--- config.mk ---
export PLATFORM = sky130hd
export DESIGN_NAME = shift_arb
export DESIGN_NICKNAME = d
export VERILOG_FILES = /design/src/rtl/shift_arb.sv
export SDC_FILE = /design/constraint.sdc
export NUM_CORES = 1
export LEC_CHECK = 0
export CAP_MARGIN = 0
export CELL_PAD_IN_SITES_DETAIL_PLACEMENT = 0
export CELL_PAD_IN_SITES_GLOBAL_PLACEMENT = 1
export CORE_MARGIN = 5
export CORE_UTILIZATION = 30
export DETAILED_ROUTE_END_ITERATION = 10
export PLACE_DENSITY = 0.73
export SLEW_MARGIN = 5
export SYNTH_ARGS = -nofsm -noshare
export SYNTH_HDL_FRONTEND = slang
export SYNTH_SLANG_ARGS = --single-unit
--- constraint.sdc ---
create_clock -name clk -period 3.1 [get_ports clk]
set_clock_uncertainty 0.2 [all_clocks]
set_input_delay 0.62 -clock clk [delete_from_list [all_inputs] [get_ports clk]]
set_output_delay 0.62 -clock clk [all_outputs]
set_load 0.005 [all_outputs]
--- src/rtl/shift_arb.sv ---
// Two-requester round-robin arbiter in front of the shared 32-bit barrel shifter,
// with a one-entry valid/ready result register toward the consumer.
module shift_arb #(
    parameter int TAG_W = 4
) (
    input  logic             clk,
    input  logic             rst,

    input  logic             req0_valid,
    output logic             req0_ready,
    input  logic [31:0]      req0_d,
    input  logic [4:0]       req0_sa,
    input  logic             req0_right,
    input  logic             req0_arith,
    input  logic [TAG_W-1:0] req0_tag,

    input  logic             req1_valid,
    output logic             req1_ready,
    input  logic [31:0]      req1_d,
    input  logic [4:0]       req1_sa,
    input  logic             req1_right,
    input  logic             req1_arith,
    input  logic [TAG_W-1:0] req1_tag,

    output logic             out_valid,
    input  logic             out_ready,
    output logic [31:0]      out_sh,
    output logic             out_src,
    output logic [TAG_W-1:0] out_tag
);

    function automatic logic [31:0] bit_reverse(input logic [31:0] v);
        logic [31:0] r;
        for (int i = 0; i < 32; i++) begin
            r[i] = v[31-i];
        end
        return r;
    endfunction

    logic             last_grant;
    logic             accept;
    logic             grant0;
    logic             grant1;
    logic             xfer;
    logic             sel;

    logic [31:0]      sel_d;
    logic [4:0]       sel_sa;
    logic             sel_right;
    logic             sel_arith;
    logic [TAG_W-1:0] sel_tag;

    logic             fill;
    logic [31:0]      st0;
    logic [31:0]      st1;
    logic [31:0]      st2;
    logic [31:0]      st3;
    logic [31:0]      st4;
    logic [31:0]      st5;
    logic [31:0]      shifted;

    // Round-robin: on contention the requester not granted most recently wins.
    // NOTE: every signal assigned in always_comb gets a value on every path, so no latch is inferred.
    always_comb begin
        accept     = ~out_valid | out_ready;
        grant0     = req0_valid & (~req1_valid | last_grant);
        grant1     = req1_valid & (~req0_valid | ~last_grant);
        req0_ready = ~rst & accept & grant0;
        req1_ready = ~rst & accept & grant1;
    end

    assign xfer = req0_ready | req1_ready;
    assign sel  = req1_ready;

    always_comb begin
        if (sel) begin
            sel_d     = req1_d;
            sel_sa    = req1_sa;
            sel_right = req1_right;
            sel_arith = req1_arith;
            sel_tag   = req1_tag;
        end else begin
            sel_d     = req0_d;
            sel_sa    = req0_sa;
            sel_right = req0_right;
            sel_arith = req0_arith;
            sel_tag   = req0_tag;
        end
    end

    // A single right-shifting log stage network; left shifts reverse the bits on the way in and out.
    always_comb begin
        fill    = sel_right & sel_arith & sel_d[31];
        st0     = sel_right ? sel_d : bit_reverse(sel_d);
        st1     = sel_sa[0] ? {fill, st0[31:1]}         : st0;
        st2     = sel_sa[1] ? {{2{fill}}, st1[31:2]}    : st1;
        st3     = sel_sa[2] ? {{4{fill}}, st2[31:4]}    : st2;
        st4     = sel_sa[3] ? {{8{fill}}, st3[31:8]}    : st3;
        st5     = sel_sa[4] ? {{16{fill}}, st4[31:16]}  : st4;
        shifted = sel_right ? st5 : bit_reverse(st5);
    end

    // NOTE: sequential state uses non-blocking assignments so every register samples pre-edge values.
    always_ff @(posedge clk) begin
        if (rst) begin
            out_valid  <= 1'b0;
            out_sh     <= '0;
            out_src    <= 1'b0;
            out_tag    <= '0;
            last_grant <= 1'b1;
        end else if (xfer) begin
            out_valid  <= 1'b1;
            out_sh     <= shifted;
            out_src    <= sel;
            out_tag    <= sel_tag;
            last_grant <= sel;
        end else if (out_ready) begin
            out_valid  <= 1'b0;
        end
    end

endmodule

==> results.sh <==
export IMPL_num_vias=7945
export IMPL_cts_sink_count=39
export IMPL_max_stage_delay_ns=0.52
export IMPL_drc=0
export IMPL_nFillCells=2030
export IMPL_layout_drive_gt1_share_pct=47.29
export IMPL_grt_first_pass_wirelength_um=46180
export IMPL_rsz0062_at_grt="yes"
export IMPL_worst_slew_pin_slew_ns=0.4304
export IMPL_hold_viol=0
export IMPL_stdcell_count=1369
export IMPL_max_slew_margin_rel_pct=70.49
export IMPL_num_rows=54
export IMPL_grt_overflow=0
export IMPL_postSynthNetCount=813
export IMPL_path_clk_slew_ns=0.06
export IMPL_syn_area_um2=6746
export IMPL_cp_top_family="buffers and inverters"
export IMPL_drt_iter0_markers=700
export IMPL_avgSynthCellArea_um2=9.344
export IMPL_grt_pass1_vias=7825
export IMPL_async_reset_ff_share_pct=0
export IMPL_worstPathCellList="clkdlybuf4s50_1 > buf_4 > mux4_2 > nor4_1 > o22a_1 > or3_1 > a21oi_1 > nand2b_1 > buf_4 > o221ai_1 > nor2_1"
export IMPL_yosysUniqueCellTypes=78
export IMPL_final_cell_mix="buf_4 (289), mux4_2 (87), clkdlybuf4s50_1 (81), nor2_1 (55), nand2_1 (54)"
export IMPL_end_kind="register"
export IMPL_wirelength_um=29880
export IMPL_clock_latency_ns=0.29
export IMPL_synth_seq_area_share_pct=11.57
export IMPL_setup_viol=0
export IMPL_critPathMaxFanout=3
export IMPL_synth_top_area_share_pct=29.04
export IMPL_synth_area_leaders="mux4_2 (29%), dfxtp_1 (12%), mux2i_1 (11%)"
export IMPL_hpwlAfterDp_um=24620
export IMPL_syn_inst=722
export IMPL_cts_made_buffers=5
export IMPL_yosysWarnings=0
export IMPL_cts_htree_levels=2
export IMPL_antenna_found_initial=0
export IMPL_cp_num_buf_inv=3
export IMPL_crit_arrival_ns=3.04
export IMPL_setup_ws_ns=0.04464
export IMPL_ioPinCount=131
export IMPL_die_area_um2=25590
export IMPL_tns_ns=0
export IMPL_synth_seq_cells=39
export IMPL_outcome="finished, final reports clean"
export IMPL_post_route_min_period_ns=3.055
export IMPL_portBuffers=130
export IMPL_dp_cells=1353
export IMPL_place_ws_ns=-0.5551
export IMPL_yosysTopAreaCell="mux4_2"
export IMPL_worst_ep_required_time_ns=3.08
export IMPL_grtUsageTotal_pct=22.28
export IMPL_power_density_nw_per_um2=297.4
export IMPL_wl_per_cell_um=21.83
export IMPL_cap_viol_max_count=0
export IMPL_insertedDiodeCount=0
export IMPL_min_path_type="register to register"
export IMPL_clockBufferDepth=2
export IMPL_regArea_um2=780.7
export IMPL_initial_utilization_pct=30.72
export IMPL_final_common_cell="buf_4"
export IMPL_die_h_um=160.0
export IMPL_synth_edf_count=0
export IMPL_ctsHoldBuffers=0
export IMPL_drtPass1Iterations=5
export IMPL_p_leak_nw=4.721
export IMPL_r2r_slack_ns=0.33
export IMPL_area_delta_synth_final_pct=63.59
export IMPL_coreArea_um2=21960
export IMPL_irDropWorstVdd_uv=232.7
export IMPL_crit_slowest_cell="mux4_2"
export IMPL_detail_route_vias_per_cell=5.804
export IMPL_final_util_pct=50.26
export IMPL_whs_ns=0.2599
export IMPL_drtAntennaViolNets=0
export IMPL_cts_tree="built"
export IMPL_place_congestion=0.9812
export IMPL_grt_max_degree=28
export IMPL_fmax_ghz=0.3273
export IMPL_path_common_cell="buf_4"
export IMPL_cts_root_buf="clkbuf_16"
export IMPL_multi_input_area_um2=5944
export IMPL_crit_type="primary input to register"
export IMPL_fp_dieW_um=160.0
export IMPL_startpoint_type="primary input"
export IMPL_fin_nets=1179
export IMPL_slew_violations=0
export IMPL_finalCritPeriodShare_pct=98.56
export IMPL_dominantRegCellSynth="dfxtp_1"
metrics by stage:
stage / power (mW) / instance area, um^2
after global placement: 2.474 / 10270
after floorplan: 1.505 / 6746
after CTS: 3.182 / 10680
final: 3.282 / 11040
after global routing: 3.440 / 11040
after detailed placement: 2.488 / 10270
state kept, by name, indices dropped and copies added, names as in the netlist:
signal and cells:
last_grant 1, out_sh 32, out_src 1, out_tag 4, out_valid 1
cell usage after synthesis, types with 5 or more instances:
cell	instances
a31oi_1	12
nor4_1	5
o21ai_0	38
a21oi_1	34
mux2_2	25
buf_2	28
o221ai_1	7
inv_1	9
nor2b_1	8
nor2_1	58
clkbuf_1	22
a211oi_1	17
a221oi_1	8
o21ai_1	5
nand3_1	21
mux4_2	87
mux2i_1	71
nand2_1	55
o22ai_1	7
or2_2	5
a311oi_1	6
a22oi_1	5
and3_1	5
nor3_1	10
buf_6	5
buf_4	17
o211ai_1	14
nand2b_1	12
dfxtp_1	39
metal layers:
| layer | GRT usage (%) | wire (um) | up-vias |
|---|---|---|---|
| met5 | 0 | 0 | - |
| met4 | 5.358 | 755 | 0 |
| met3 | 2.448 | 1913 | 51 |
| met2 | 38.32 | 14830 | 342 |
| met1 | 30.08 | 12380 | 3905 |
| li1 | - | - | 3647 |
power by group:
| part | switching [mW] | internal (mW) |
|---|---|---|
| logic | 0.981 | 1.09 |
| clock network | 0.215 | 0.400 |
| registers | 0.0343 | 0.559 |
tightest hold or removal path: stages, from the launching register on:
cell	delay (ns)
dfxtp_1	0.31
nand2_1	0.05
o21ai_0	0.06
area by class of cell:
cell class / count / share of cell area [%]
repair buffers: 433 / 33.87
clock buffers: 6 / 1.258
multi-input cells: 597 / 53.86
well taps: 280 / 3.174
clock inverters: 2 / 0.3174
inverters: 12 / 0.4421
flip-flops and latches: 39 / 7.074
worst paths after layout:
kind                   start         end  depth (start not counted)
setup / recovery  req1_d[16]  out_sh[17]                         11
hold / removal       out_src     out_src                          2
setup reg to reg  last_grant   out_sh[5]                         11
hold reg to reg      out_src     out_src                          2
cells by family (layout without fill, tap and decap cells):
family	after synthesis	after routing	share of synthesized area (%)
multiplexers	186	186	44.53
AO/OA/AOI/OAI	211	211	22.92
AND/OR/NAND/NOR	198	198	13.91
XOR/XNOR	2	2	0.2597
flip-flops	39	39	11.57
buffers and inverters	86	453	6.806
timing repair:
action                                  4_1_cts  5_1_grt
endpoints found under the hold margin         0        0
gates resized for setup                      72       86
endpoints found under the setup margin       32       29
pin swaps                                     9       19
setup buffers                                 2        6
(Power assumes the default switching activity.)
